$ cat src/rtl/weight_fetch_ctrl.sv
// rtl/weight_fetch_ctrl.sv - weight SRAM read master streaming words through a 2-entry skid FIFO
//
// Purpose: fetches i_num_words sequential 80-bit weight words starting at
// i_base_addr from a 1-cycle-latency SRAM and presents them in address order
// on a valid/ready stream. A 2-entry FIFO absorbs the read latency so that
// consumer back-pressure never drops data and full-rate reads sustain one
// word per cycle.
//
// Ports:
//   i_clk, i_rst      clock, asynchronous active-high reset
//   i_start           request pulse (sampled only when idle)
//   i_base_addr       first word address, sampled with i_start
//   i_num_words       number of words, sampled with i_start
//   o_busy            job in progress (FETCH or DRAIN)
//   o_done            1-cycle pulse at job completion
//   o_err             1-cycle pulse when a request is rejected
//   o_sram_csb        SRAM chip select, active low (read issued this cycle)
//   o_sram_wsb        SRAM write strobe, active low, tied inactive
//   o_sram_raddr      SRAM read address
//   i_sram_rdata      SRAM read data, valid the cycle after a read issue
//   o_w_valid         output word valid
//   i_w_ready         consumer ready
//   o_w_data          output word (FIFO head)

module weight_fetch_ctrl #(
  parameter int ADDR_W = 15,
  parameter int DATA_W = 80,
  parameter int DEPTH  = 20250
) (
  input  logic              i_clk,
  input  logic              i_rst,
  input  logic              i_start,
  input  logic [ADDR_W-1:0] i_base_addr,
  input  logic [ADDR_W-1:0] i_num_words,
  output logic              o_busy,
  output logic              o_done,
  output logic              o_err,
  output logic              o_sram_csb,
  output logic              o_sram_wsb,
  output logic [ADDR_W-1:0] o_sram_raddr,
  input  logic [DATA_W-1:0] i_sram_rdata,
  output logic              o_w_valid,
  input  logic              i_w_ready,
  output logic [DATA_W-1:0] o_w_data
);

  localparam int CW = ADDR_W + 1;
  localparam int SW = ADDR_W + 2;

  typedef enum logic [1:0] {
    S_IDLE,
    S_FETCH,
    S_DRAIN
  } state_t;

  state_t r_state;
  state_t w_state_nxt;

  logic [ADDR_W-1:0] r_base;
  logic [ADDR_W-1:0] r_raddr;
  logic [CW-1:0]     r_count;
  logic [CW-1:0]     r_issued;
  logic [CW-1:0]     r_popped;
  logic              r_inflight;
  logic [DATA_W-1:0] r_fifo [2];
  logic              r_rd_ptr;
  logic              r_wr_ptr;
  logic [1:0]        r_occ;
  logic              r_done;
  logic              r_err;

  logic              w_pop;
  logic [2:0]        w_pending;
  logic              w_issue;
  logic [ADDR_W-1:0] w_issue_addr;
  logic [SW-1:0]     w_req_end;
  logic              w_req_err;
  logic              w_req_zero;
  logic              w_accept;
  logic [CW-1:0]     w_popped_nxt;
  logic              w_last_pop;

  assign o_w_valid = (r_occ != 2'd0);
  assign o_w_data  = r_fifo[r_rd_ptr];
  assign w_pop     = o_w_valid & i_w_ready;

  // Slots the FIFO will hold after this cycle's pop and the in-flight push;
  // a new read is only safe if at most one slot is committed.
  assign w_pending = {1'b0, r_occ} + {2'b00, r_inflight} - {2'b00, w_pop};

  assign w_issue      = (r_state == S_FETCH) && (r_issued < r_count) && (w_pending <= 3'd1);
  assign w_issue_addr = r_base + r_issued[ADDR_W-1:0];

  // Extra-wide sum so base+count past the top of the SRAM cannot wrap.
  assign w_req_end  = {2'b00, i_base_addr} + {2'b00, i_num_words};
  assign w_req_err  = (w_req_end > SW'(DEPTH));
  assign w_req_zero = (i_num_words == '0);
  assign w_accept   = (r_state == S_IDLE) && i_start && !w_req_err && !w_req_zero;

  // Completion is detected on the final pop so done and the return to IDLE
  // land on the same edge.
  assign w_popped_nxt = r_popped + CW'(w_pop);
  assign w_last_pop   = (r_state == S_DRAIN) && (w_popped_nxt == r_count);

  assign o_busy       = (r_state != S_IDLE);
  assign o_done       = r_done;
  assign o_err        = r_err;
  assign o_sram_csb   = ~w_issue;
  assign o_sram_wsb   = 1'b1;
  assign o_sram_raddr = w_issue ? w_issue_addr : r_raddr;

  always_ff @(posedge i_clk or posedge i_rst) begin
    if (i_rst) begin
      r_state <= S_IDLE;
    end else begin
      r_state <= w_state_nxt;
    end
  end

  always_comb begin
    w_state_nxt = r_state;
    case (r_state)
      S_IDLE:  if (w_accept) w_state_nxt = S_FETCH;
      S_FETCH: if (r_issued == r_count) w_state_nxt = S_DRAIN;
      S_DRAIN: if (w_last_pop) w_state_nxt = S_IDLE;
      default: w_state_nxt = S_IDLE;
    endcase
  end

  always_ff @(posedge i_clk or posedge i_rst) begin
    if (i_rst) begin
      r_base     <= '0;
      r_raddr    <= '0;
      r_count    <= '0;
      r_issued   <= '0;
      r_popped   <= '0;
      r_inflight <= 1'b0;
      r_fifo[0]  <= '0;
      r_fifo[1]  <= '0;
      r_rd_ptr   <= 1'b0;
      r_wr_ptr   <= 1'b0;
      r_occ      <= 2'd0;
      r_done     <= 1'b0;
      r_err      <= 1'b0;
    end else begin
      r_done <= ((r_state == S_IDLE) && i_start && !w_req_err && w_req_zero) || w_last_pop;
      r_err  <= (r_state == S_IDLE) && i_start && w_req_err;

      if (w_accept) begin
        r_base   <= i_base_addr;
        r_count  <= {1'b0, i_num_words};
        r_issued <= '0;
        r_popped <= '0;
      end else begin
        if (w_issue) begin
          r_issued <= r_issued + CW'(1);
          r_raddr  <= w_issue_addr;
        end
        if (w_pop) begin
          r_popped <= w_popped_nxt;
        end
      end

      r_inflight <= w_issue;

      if (r_inflight) begin
        r_fifo[r_wr_ptr] <= i_sram_rdata;
        r_wr_ptr         <= ~r_wr_ptr;
      end
      if (w_pop) begin
        r_rd_ptr <= ~r_rd_ptr;
      end

      case ({r_inflight, w_pop})
        2'b10:   r_occ <= r_occ + 2'd1;
        2'b01:   r_occ <= r_occ - 2'd1;
        default: r_occ <= r_occ;
      endcase
    end
  end

endmodule

$ cat config.mk
export PLATFORM = sky130hd
export DESIGN_NAME = weight_fetch_ctrl
export DESIGN_NICKNAME = d
export VERILOG_FILES = /design/src/rtl/weight_fetch_ctrl.sv
export SDC_FILE = /design/constraint.sdc
export NUM_CORES = 1
export LEC_CHECK = 0
export ABC_AREA = 1
export BUFFER_PORTS_ARGS = -buffer_cell sky130_fd_sc_hd__buf_2
export CORE_MARGIN = 10
export CORE_UTILIZATION = 45
export DETAILED_ROUTE_END_ITERATION = 8
export PLACE_DENSITY = 0.62
export SYNTH_ARGS = -nofsm -noshare
export SYNTH_HDL_FRONTEND = slang
export SYNTH_SLANG_ARGS = --single-unit
$ cat constraint.sdc
create_clock -name i_clk -period 10.6 [get_ports i_clk]
set_clock_uncertainty 0.1 [all_clocks]
set_input_delay 2.12 -clock i_clk [delete_from_list [all_inputs] [get_ports i_clk]]
set_output_delay 2.12 -clock i_clk [all_outputs]
set_load 0.03 [all_outputs]
# ---- Word-level counts from Yosys, hierarchy flattened
# Cells that the tools add are included.
dict set report classes {
  n_eq_ne 9
  n_mul 0
  magnitude_cmp 6
  n_div 0
  mux 16
  n_reduce_logical 20
  shift 0
  n_addsub 8
  bitwise 6
}
# op count
set ops {}
lappend ops {{80-bit two-way mux} 4}
lappend ops {{160-bit bitwise mux} 1}
lappend ops {{80-bit demux with 1-bit select} 1}
lappend ops {{16-bit two-way mux} 4}
lappend ops {{16-bit by 15-bit equality test with 1-bit output} 2}
lappend ops {{15-bit by 15-bit adder with 16-bit output} 1}
lappend ops {{16-bit by 1-bit adder with 16-bit output} 1}
lappend ops {{16-bit by 1-bit adder with 16-bit output, second input constant} 1}
lappend ops {{16-bit by 15-bit greater-than comparator with 1-bit output, second input constant} 1}
lappend ops {{16-bit by 15-bit < comparator with 1-bit output} 1}
lappend ops {{15-bit adder} 1}
lappend ops {{15-bit zero test} 1}
lappend ops {{15-bit two-way mux} 1}
lappend ops {{2-bit nonzero test} 5}
lappend ops {{1-bit logical AND} 9}
lappend ops {{2-bit two-way mux} 3}
lappend ops {{2-bit case mux with 3 select lines} 1}
lappend ops {{2-bit by 1-bit equality test with 1-bit output, second input constant} 2}
lappend ops {{2-bit equality test, second input constant} 2}
lappend ops {{2-bit >= comparator, second input constant} 2}
lappend ops {{2-bit inequality test, second input constant} 2}
lappend ops {{1-bit NOT with 2-bit output} 2}
lappend ops {{2-bit case mux with 2 select lines} 1}
lappend ops {{2-bit by 1-bit adder with 3-bit output} 1}
lappend ops {{other kinds (12)} 15}
dict set report totals {
  mem_bits_ro 0
  in_bits 114
  output_inout_bits 101
  latch_bits 0
  elab_cells 79
  n_memories 0
  mem_bits_rw 0
  reg_bits 246
}

# ---- Logic depth before layout (Yosys ltp)
# Gate-level depths: netlist of the first run.
dict set report logic_depth {
  ltp_word 7
  mapped_depth 22
}

# ---- Least setup slack after synthesis of the first run
# Ideal clock, no wire load.
dict set report synth_path {
  kind {input port to output port}
  from {input i_w_ready}
  to {output o_sram_raddr[1]}
  stages 14
  arrival_time_ns 5.045
  setup_slack_ns 3.335
  cell_sequence {nand2_1 -> inv_1 -> ha_1 -> inv_1 -> ha_1 -> fa_1 -> nor3_1 -> nand3_1 -> nor2_1 -> o21a_1 -> nand2_1 -> clkbuf_1 -> clkbuf_1 -> o21ai_0}
}
dict set report synth_via {
  elab_chain_cells 5
}
# item line_no
set synth_lines {}
lappend synth_lines {{from (decl)} 43} ;# input logic i_w_ready,
lappend synth_lines {{1-bit bitwise AND} 85} ;# assign w_pop = o_w_valid & i_w_ready;
lappend synth_lines {{via w_pop} 72} ;# logic w_pop;
lappend synth_lines {{3-bit by 1-bit subtractor with 3-bit output} 89} ;# assign w_pending = {1'b0, r_occ} + {2'b00, r_inflight} - {2'b00, w_pop};
lappend synth_lines {{3-bit by 1-bit <= comparator with 1-bit output} 91} ;# assign w_issue = (r_state == S_FETCH) && (r_issued < r_count) && (w_pending <= 3'd1);
lappend synth_lines {{1-bit logical AND} 91}
lappend synth_lines {{15-bit two-way mux} 110} ;# assign o_sram_raddr = w_issue ? w_issue_addr : r_raddr;
lappend synth_lines {{to (decl)} 40} ;# output logic [ADDR_W-1:0] o_sram_raddr,
# The timed path passes the listed nets, and every way through them passes these cells.

# ---- Worst setup path in the final report of the first run
dict set report layout_path {
  from {input i_w_ready}
  to {output o_sram_raddr[12]}
}
# Same word-level chain as after synthesis.

==> results.sh, run 1 <==
export IMPL_track_usage_pct=18.5
export IMPL_worstSetupStartpointType="input port"
export IMPL_vias=11600
export IMPL_r2r_setup_slack_ps=6160
export IMPL_netlist_instances=1769
export IMPL_io_pins=215
export IMPL_post_dp_hpwl_um=24400
export IMPL_rsz0062_at_grt="false"
export IMPL_cap_violations=0
export IMPL_viasPerCell=4.93
export IMPL_cts_htree_levels=1
export IMPL_fin_crit_sh_pct=75.6
export IMPL_synth_area_mm2=0.0132
export IMPL_drive_gt1_share_pct=13.8
export IMPL_drv_slew=0
export IMPL_critPathMaxFanout=41
export IMPL_cts_tree="done"
export IMPL_worst_slew_pin_slew_ps=988
export IMPL_grt_ovfl_total=0
export IMPL_final_antenna_net_count=0
export IMPL_grt_pass1_wl_um=56600
export IMPL_cts_hold_buffers=0
export IMPL_switchingPower_mw=2.28
export IMPL_yosysUniqueCellTypes=34
export IMPL_clkLatencyLatePin_ps=550
export IMPL_cp_slowest_cell="nand2_1"
export IMPL_reg2reg_from="r_occ[1]$_DFFE_PP0P_"
export IMPL_synthFlopType="dfrtp_1"
export IMPL_endpoint_kind="primary output"
export IMPL_crit_start="i_w_ready"
export IMPL_reg2reg_to="r_issued[4]$_DFFE_PP0P_"
export IMPL_yosys_warnings=0
export IMPL_grt_max_degree=127
export IMPL_async_flop_share_pct=100
export IMPL_dr_first_iter_drc_count=845
export IMPL_yosysSeqAreaShare_pct=46.6
export IMPL_path_class="in2out"
export IMPL_detail_route_wl_per_cell_um=14.7
export IMPL_core_mm2=0.0289
export IMPL_syn2layout_area_growth_pct=16.9
export IMPL_min_from="r_count[6]$_DFFE_PP0P_"
export IMPL_die_area_mm2=0.0366
export IMPL_max_stage_delay_ps=630
export IMPL_row_count=62
export IMPL_peakVddDrop_v=0.000166
export IMPL_cts_buffers_inserted=27
export IMPL_p_leak_nw=8.80
export IMPL_fin_nets=2110
export IMPL_antenna_found_initial=2
export IMPL_period_minus_slack_ps=8010
export IMPL_cts_root_buf="clkbuf_16"
export IMPL_r2r_cells=20
export IMPL_port_buffers=213
export IMPL_p_int_mw=2.65
export IMPL_finalHoldViolations=0
export IMPL_hold_class="reg2reg"
export IMPL_pwr_share_seq_pct=32.6
export IMPL_clkTransAtPathRegs_ps=60
export IMPL_cp_arrival_ps=5790
export IMPL_avgSynthCellArea_um2=7.46
export IMPL_clockPowerShare_pct=19.6
export IMPL_setup_viol=0
export IMPL_die_w_um=191
export IMPL_setup_slack_ps=2590
export IMPL_dpl_worst_slack_ps=2590
export IMPL_grt_pass1_vias=11300
export IMPL_combPwrFrac_pct=47.8
export IMPL_powerDensity_mw_per_mm2=319
export IMPL_whs_endpoint="r_count[6]$_DFFE_PP0P_"
export IMPL_clk_path_buf_depth=3
export IMPL_slew_headroom_pct=34.1
export IMPL_cp_required_ps=8380
export IMPL_power_mw=4.93
export IMPL_post_route_drc_count=0
export IMPL_drt_pass1_iter_count=7
export IMPL_synth_edf_count=0
export IMPL_yosys_register_bits=246
export IMPL_wirelength_um=34600
export IMPL_setup_tns_ps=0
export IMPL_status="completed"
export IMPL_sw_frac_of_total_pct=46.3
export IMPL_hold_path_depth=2
export IMPL_post_cts_resized=0
export IMPL_gp_routability_congestion=0.917
export IMPL_syn_nets=1936
export IMPL_initial_utilization_pct=45.8
export IMPL_fmax_ghz=0.125
export IMPL_cts_setup_buffers=0
export IMPL_die_h_um=191
export IMPL_cts_sinks=246
export IMPL_final_util_pct=53.5
export IMPL_crit_path_cell_trace="buf_2 -> nand2_1 -> inv_1 -> ha_1 -> inv_1 -> ha_1 -> fa_1 -> nor3_1 -> nand3_1 -> nor2_1 -> o21a_1 -> nand2_1 -> buf_4 -> inv_1 -> nand2_1 -> o21ai_0 -> buf_2"
export IMPL_hold_slack_ps=374
-- cell families after synthesis --
logic type                 synth area share [%]
AOI/OAI and AO/OA                          9.95
xor gates and xnor gates                   3.12
adders and majority gates                  5.19
buffers and inverters                      8.73
DFF                                        46.6
other                                    0.0284
and+or+nand+nor                            26.4
-- worst max-delay path: cells and delay by family --
| kind | cells | cell delay (ps) |
|---|---|---|
| AOI/OAI and AO/OA | 2 | 300 |
| adders and majority gates | 3 | 950 |
| buffers and inverters | 6 | 1220 |
| and+or+nand+nor | 6 | 1190 |
-- cells in the mapped netlist (all sizes together) (2+ instances only) --
cell    instances  area share [%]
nand2         705              20
dfrtp         246              47
inv           223             6.3
o21ai         217             8.2
clkbuf         62             1.8
ha             50             4.7
nor2           49             1.4
nand4          44             2.1
nand3          43             1.8
xor2           32             2.1
a21oi          31             1.2
xnor2          15            0.99
buf            14            0.63
nor3           12            0.45
nand3b          5            0.28
a21boi          3            0.17
fa              3            0.45
nor4            3            0.14
a31oi           2           0.095
o21a            2            0.11
or2             2           0.095
-- metrics by stage --
stage	area (um2)	instances
3_3_place_gp	14500	2298
5_1_grt	15400	2348
4_1_cts	15400	2348
3_5_place_dp	14500	2298
2_1_floorplan	13200	1769
6_report	15400	2350
-- registers in the layout, summed over array words and instances (netlist names), 2 cells and up --
register,cells
r_count,15
r_base,15
r_fifo,160
r_raddr,15
r_popped,16
r_occ,2
r_issued,16
r_state,2
-- power by group through the flow --
stage / clock network (mW) / registers [mW] / logic [mW]
2_1_floorplan: 0 / 1.55 / 1.74
3_3_place_gp: 0 / 1.60 / 2.35
3_5_place_dp: 0 / 1.61 / 2.39
4_1_cts: 0.990 / 1.60 / 2.40
5_1_grt: 1.03 / 1.66 / 2.65
6_report: 0.965 / 1.61 / 2.36
-- final cells by class --
class                           count  area (um2)
Fill cell                        2884       13400
Sequential cell                   246        6160
Multi-Input combinational cell   1224        5910
Timing Repair Buffer              221        1130
Inverter                          223         845
Clock buffer                       43         796
Tap cell                          384         480
Clock inverter                      7         125
Antenna cell                        2        5.00
-- how the worst max path moves through the flow --
stage / slack (ps) / end
after global routing: 2120 / o_sram_raddr[11]
after global placement: 2640 / o_sram_raddr[14]
after floorplan: 1620 / o_done$_DFF_PP0_
after CTS: 2570 / o_sram_raddr[11]
final: 2590 / o_sram_raddr[12]
after detailed placement: 2590 / o_sram_raddr[11]
-- layout by cell type, fill, tap and decap left out, drive strengths merged --
cell,instances
inv,224
xor2,32
fa,3
nand2,705
bufinv,3
a21boi,3
o21bai,1
nor4,3
xnor2,15
o31ai,1
buf,221
o21a,2
ha,50
nand4,44
clkbuf,43
conb,1
a21o,1
nand3,43
nor2,49
o21ai,217
and2,1
a31oi,2
clkinv,3
dfrtp,246
or2,2
nand3b,5
nor3,12
diode,2
and3,1
a21oi,31
-- routing by layer --
layer,vias to the layer above,GRT usage [%],part of all wire (%)
met4,0,3.34,1.5
met3,40,3.61,6.7
met1,5352,25.1,46
met2,300,30.4,46
met5,-,0,0
li1,5892,-,-
No activity file was read; power rests on OpenSTA's default activity.
==> run 2, diff against run 1 <==
--- a/config.mk
+++ b/config.mk
@@ -10,7 +10,7 @@
 export CORE_MARGIN = 10
 export CORE_UTILIZATION = 45
 export DETAILED_ROUTE_END_ITERATION = 8
-export PLACE_DENSITY = 0.62
+export PLACE_DENSITY = 0.64
 export SYNTH_ARGS = -nofsm -noshare
 export SYNTH_HDL_FRONTEND = slang
 export SYNTH_SLANG_ARGS = --single-unit
==> constraint.sdc (replaced) <==
create_clock -name i_clk -period 6.5 [get_ports i_clk]
set_clock_uncertainty 0.1 [all_clocks]
set_input_delay 1.3 -clock i_clk [delete_from_list [all_inputs] [get_ports i_clk]]
set_output_delay 1.3 -clock i_clk [all_outputs]
set_load 0.03 [all_outputs]
==> results.sh, run 2 (synthesis gave the netlist of run 1 again) <==
export IMPL_p_leak_nw=8.85
export IMPL_post_cts_resized=0
export IMPL_finalHoldViolations=0
export IMPL_io_pins=215
export IMPL_drive_gt1_share_pct=14.2
export IMPL_cts_root_buf="clkbuf_16"
export IMPL_regMostFlops="r_fifo"
export IMPL_clk_path_buf_depth=3
export IMPL_grt_pass1_wl_um=56500
export IMPL_final_util_pct=53.8
export IMPL_core_mm2=0.0289
export IMPL_slew_headroom_pct=34.0
export IMPL_hold_slack_ps=376
export IMPL_hold_class="reg2reg"
export IMPL_wirelength_um=34700
export IMPL_die_h_um=191
export IMPL_setup_tns_ps=0
export IMPL_row_count=62
export IMPL_initial_utilization_pct=45.8
export IMPL_antenna_found_initial=0
export IMPL_final_cell_mix="703 x nand2_1, 245 x dfrtp_1, 220 x inv_1, 217 x o21ai_0, 213 x buf_2"
export IMPL_cts_buffers_inserted=28
export IMPL_track_usage_pct=18.4
export IMPL_setup_slack_ps=1030
export IMPL_met1_length_um=16000
export IMPL_reg2reg_from="r_occ[1]$_DFFE_PP0P_"
export IMPL_path_class="in2out"
export IMPL_crit_start="i_w_ready"
export IMPL_reg_top3="r_fifo (160), r_issued (16), r_popped (16)"
export IMPL_cts_setup_buffers=0
export IMPL_port_buffers=213
export IMPL_die_area_mm2=0.0366
export IMPL_cts_hold_buffers=0
export IMPL_cp_required_ps=5100
export IMPL_period_minus_slack_ps=5470
export IMPL_critPathMaxFanout=13
export IMPL_post_route_drc_count=0
export IMPL_power_mw=8.13
export IMPL_grt_pass1_vias=11100
export IMPL_fill_cells=2837
export IMPL_post_dp_hpwl_um=24300
export IMPL_peakVddDrop_v=0.000258
export IMPL_dpl_worst_slack_ps=1020
export IMPL_cts_tree="done"
export IMPL_powerDensity_mw_per_mm2=524
export IMPL_setup_viol=0
export IMPL_wl_met3_um=2440
export IMPL_grt_ovfl_total=0
export IMPL_dpl_cell_area_mm2=0.0145
export IMPL_endpoint_kind="primary output"
export IMPL_fin_cells=2352
export IMPL_syn2layout_area_growth_pct=17.6
export IMPL_gp_routability_congestion=0.940
export IMPL_drv_slew=0
export IMPL_dr_first_iter_drc_count=866
export IMPL_clkTransAtPathRegs_ps=60
export IMPL_place_inst=2299
export IMPL_detail_route_wl_per_cell_um=14.7
export IMPL_vias=11600
export IMPL_final_common_cell="nand2_1"
export IMPL_largest_reg_flops=160
export IMPL_fin_crit_sh_pct=84.2
export IMPL_worstSetupStartpointType="input port"
export IMPL_drt_pass1_iter_count=6
export IMPL_cts_htree_levels=1
export IMPL_final_antenna_net_count=0
export IMPL_fin_nets=2112
export IMPL_clkLatencyLatePin_ps=540
export IMPL_dr_wl_met2_um=15600
export IMPL_grt_max_degree=172
export IMPL_fmax_ghz=0.183
export IMPL_cp_arrival_ps=4070
export IMPL_cap_violations=0
export IMPL_final_cell_area_mm2=0.0155
export IMPL_status="completed"
export IMPL_die_w_um=191
export IMPL_topRoutingLayerUsed="met4"
export IMPL_min_from="r_base[2]$_DFFE_PP0P_"
export IMPL_rsz0062_at_grt="false"
export IMPL_worst_slew_pin_slew_ps=990
export IMPL_cts_sinks=246
export IMPL_viasPerCell=4.93
run 2: cell count changes in the layout (fill, tap and decap cells not counted), moves of 2 or more:
cell / change
clkbuf_8: +2
clkinv_2: +2
inv_6: +2
clkbuf_1: -6
clkinvlp_4: +2
clkbuf_16: +2
run 2: final cells by class:
class,instances,area (um2),share of cell area [%]
flip-flops and latches,246,6160,39.7
multi-input cells,1224,5910,38.0
repair buffers,222,1150,7.38
clock buffers,41,851,5.48
inverters,223,841,5.42
well taps,384,480,3.09
clock inverters,11,140,0.903
diodes,1,2.50,0.0161
run 2: worst max-delay path: stages:
cell	delay (ps)
buf_2	110
nand2_1	80
inv_1	110
ha_1	290
inv_1	40
ha_1	180
fa_1	430
nor3_1	190
nand3_1	100
nor2_1	110
o21a_1	150
nand2_1	70
inv_1	360
nand2_1	120
o21ai_0	200
buf_2	230
run 2: where the power goes:
part           internal (mW)  total, mW  switching [mW]
Combinational           1.14       3.86            2.72
Sequential              2.22       2.62           0.399
Clock                   1.03       1.66           0.631
run 2: per-layer routing:
metal,GRT usage [%],vias up
met4,4.33,0
li1,-,5890
met2,28.9,315
met1,25.5,5361
met3,3.88,41
met5,0,-
run 2: path summary, 6_finish.rpt:
kind | to | slack, ps | cells after the start
min reg2reg | r_base[2]$_DFFE_PP0P_ | 380 | 2
min in group asynchronous | r_fifo[11]$_DFFE_PP0P_ | 670 | 2
max | o_sram_raddr[12] | 1030 | 16
min | r_base[2]$_DFFE_PP0P_ | 380 | 2
max reg2reg | r_issued[14]$_DFFE_PP0P_ | 2900 | 22
max in group asynchronous | r_rd_ptr$_DFFE_PP0N_ | 4330 | 3
==> run 3, diff against run 2 <==
--- a/config.mk
+++ b/config.mk
@@ -5,12 +5,12 @@
 export SDC_FILE = /design/constraint.sdc
 export NUM_CORES = 1
 export LEC_CHECK = 0
-export ABC_AREA = 1
+export ABC_AREA = 0
 export BUFFER_PORTS_ARGS = -buffer_cell sky130_fd_sc_hd__buf_2
 export CORE_MARGIN = 10
 export CORE_UTILIZATION = 45
 export DETAILED_ROUTE_END_ITERATION = 8
-export PLACE_DENSITY = 0.64
+export PLACE_DENSITY = 0.62
 export SYNTH_ARGS = -nofsm -noshare
 export SYNTH_HDL_FRONTEND = slang
 export SYNTH_SLANG_ARGS = --single-unit
==> constraint.sdc (replaced) <==
create_clock -name i_clk -period 5.15 [get_ports i_clk]
set_clock_uncertainty 0.1 [all_clocks]
set_input_delay 1.03 -clock i_clk [delete_from_list [all_inputs] [get_ports i_clk]]
set_output_delay 1.03 -clock i_clk [all_outputs]
set_load 0.03 [all_outputs]
==> results.sh, run 3 <==
export IMPL_cap_violations=0
export IMPL_peakVddDrop_v=0.000360
export IMPL_grt_ovfl_total=0
export IMPL_final_cell_mix="246 x mux2_2, 245 x dfrtp_1, 213 x buf_2, 68 x nor2_1"
export IMPL_row_count=61
export IMPL_yosys_area_top_type_share_pct=47.7
export IMPL_fmax_ghz=0.206
export IMPL_synth_compound_area_share_pct=5.98
export IMPL_vias=8812
export IMPL_clockPowerShare_pct=18.7
export IMPL_syn2layout_area_growth_pct=18.9
export IMPL_yosysSeqAreaShare_pct=47.7
export IMPL_post_cts_resized=0
export IMPL_sw_frac_of_total_pct=41.1
export IMPL_largest_reg_flops=160
export IMPL_synth_edf_count=0
export IMPL_synth_fa_ha_area_share_pct=5.32
export IMPL_die_area_mm2=0.0358
export IMPL_slew_headroom_pct=45.2
export IMPL_antenna_found_initial=3
export IMPL_cts_sinks=246
export IMPL_dpl_cell_area_mm2=0.0144
export IMPL_setup_viol=0
export IMPL_dr_first_iter_drc_count=434
export IMPL_final_common_cell="mux2_2"
export IMPL_final_cell_area_mm2=0.0153
export IMPL_synth_top_area_cell="dfrtp_1"
export IMPL_power_mw=10.8
export IMPL_cts_hold_buffers=0
export IMPL_cts_root_buf="clkbuf_16"
export IMPL_grt_max_degree=107
export IMPL_regMostFlops="r_fifo"
export IMPL_synth_mux_area_fraction_pct=24.5
export IMPL_core_mm2=0.0280
export IMPL_cts_tree="done"
export IMPL_synth_area_top_cells="dfrtp_1 48%, mux2_2 21%, ha_1 4.8%, xnor2_1 2.9%, mux2_4 2.9%"
export IMPL_yosys_register_bits=246
export IMPL_clk_path_buf_depth=3
export IMPL_period_minus_slack_ps=4860
export IMPL_viasPerCell=5.24
export IMPL_pwr_share_seq_pct=32.1
export IMPL_grt_pass1_vias=8872
export IMPL_endpoint_kind="primary output"
export IMPL_die_h_um=189
export IMPL_switchingPower_mw=4.44
export IMPL_fin_nets=1449
export IMPL_drv_slew=0
export IMPL_finalHoldViolations=0
export IMPL_cts_htree_levels=1
export IMPL_rsz0062_at_grt="false"
export IMPL_fin_crit_sh_pct=94.5
export IMPL_final_antenna_net_count=0
export IMPL_critPathMaxFanout=5
export IMPL_powerDensity_mw_per_mm2=704
export IMPL_clkLatencyLatePin_ps=530
export IMPL_hold_class="reg2reg"
export IMPL_synth_xor_area_share_pct=4.62
export IMPL_path_class="reg2out"
export IMPL_status="completed"
export IMPL_yosys_warnings=0
export IMPL_drive_gt1_share_pct=43.2
export IMPL_grt_pass1_wl_um=49400
export IMPL_synth_area_mm2=0.0129
export IMPL_synth_top_family_by_area="multiplexers"
export IMPL_worstSetupStartpointType="flip-flop"
export IMPL_cp_required_ps=4020
export IMPL_detail_route_wl_per_cell_um=18.3
export IMPL_drt_pass1_iter_count=4
export IMPL_worst_slew_pin_slew_ps=822
export IMPL_avgSynthCellArea_um2=12.0
export IMPL_p_int_mw=6.35
export IMPL_gp_routability_congestion=0.887
export IMPL_track_usage_pct=16.8
export IMPL_yosys_area_share_simple_pct=8.89
export IMPL_reg_top3="r_fifo (160), r_issued (16), r_popped (16)"
export IMPL_setup_slack_ps=286
export IMPL_syn_nets=1241
export IMPL_setup_tns_ps=0
export IMPL_synthFlopType="dfrtp_1"
export IMPL_yosysUniqueCellTypes=68
export IMPL_synthTopCellsByCount="246 x dfrtp_1, 246 x mux2_2, 68 x nor2_1"
export IMPL_io_pins=215
export IMPL_clkTransAtPathRegs_ps=60
export IMPL_combPwrFrac_pct=49.3
export IMPL_p_leak_nw=7.03
export IMPL_dpl_worst_slack_ps=362
export IMPL_cts_setup_buffers=0
export IMPL_initial_utilization_pct=46.1
export IMPL_netlist_instances=1074
export IMPL_post_route_drc_count=0
export IMPL_cts_buffers_inserted=28
export IMPL_port_buffers=213
export IMPL_wirelength_um=30900
export IMPL_post_dp_hpwl_um=22600
export IMPL_die_w_um=189
export IMPL_async_flop_share_pct=100
export IMPL_cp_arrival_ps=3730
-- run 3: cell types whose count changed after synthesis, moves of 19 or more --
cell      before  now
o21ai_0      217   41
xnor2_1       15   43
nand3_1       41   19
mux2_4         0   25
mux2_2         0  246
nand2_1      704   51
clkbuf_1      62   28
nand4_1       44   10
nor2_1        49   68
inv_1        221   32
-- run 3: power groups by stage --
stage          combinational, mW  clock [mW]  sequential (mW)
2_1_floorplan               4.21           0             3.18
3_3_place_gp                5.33           0             3.45
3_5_place_dp                5.38           0             3.48
4_1_cts                     5.41        2.08             3.46
5_1_grt                     5.77        2.17             3.58
6_report                    5.32        2.02             3.46
-- run 3: area by class of cell --
cell class | count | area [um2]
Sequential cell | 246 | 6160
Inverter | 33 | 128
Clock inverter | 6 | 63.8
Fill cell | 2474 | 12700
Multi-Input combinational cell | 747 | 6390
Antenna cell | 3 | 7.51
Clock buffer | 44 | 902
Tap cell | 378 | 473
Timing Repair Buffer | 226 | 1210
-- run 3: cell families after synthesis --
group,Yosys count
AO/OA/AOI/OAI,121
adder cells (fa/ha/maj),53
buffers and inverters,81
flip-flops,246
AND/OR/NAND/NOR,232
XOR/XNOR,68
multiplexers,272
other,1
-- run 3: per-stage QoR --
step	util (%)	hold slack [ps]	instances
final	54.8	375	1683
after global routing	54.8	394	1682
after CTS	54.7	377	1680
after detailed placement	51.3	358	1630
after global placement	51.3	356	1630
after floorplan	-	332	1074
-- run 3: final timing paths --
kind / start / endpoint / slack, ps / cells after the start
max in group asynchronous: i_rst / r_rd_ptr$_DFFE_PP0N_ / 3190 / 3
max reg2reg: r_occ[1]$_DFFE_PP0P_ / r_issued[14]$_DFFE_PP0P_ / 1830 / 15
min: r_raddr[8]$_DFFE_PP0N_ / r_raddr[8]$_DFFE_PP0N_ / 370 / 2
min in group asynchronous: i_rst / r_fifo[152]$_DFFE_PP0P_ / 540 / 2
min reg2reg: r_raddr[8]$_DFFE_PP0N_ / r_raddr[8]$_DFFE_PP0N_ / 370 / 2
max: r_issued[1]$_DFFE_PP0P_ / o_sram_raddr[13] / 290 / 10
-- run 3: metal layers --
layer / track usage (%) / wire, um
met3: 3.22 / 1820
met4: 4.24 / 459
met1: 22.9 / 14200
met2: 26.8 / 14400
met5: 0 / 0
-- run 3: worst max-delay path: stages (launching register included) --
cell and delay, ps:
dfrtp_1 470, ha_1 310, a21o_1 170, a21o_1 200, a2111oi_0 620, o31ai_1 220, or4b_1 500, a31oi_1 210
xor2_1 230, o21ai_0 100, buf_2 180
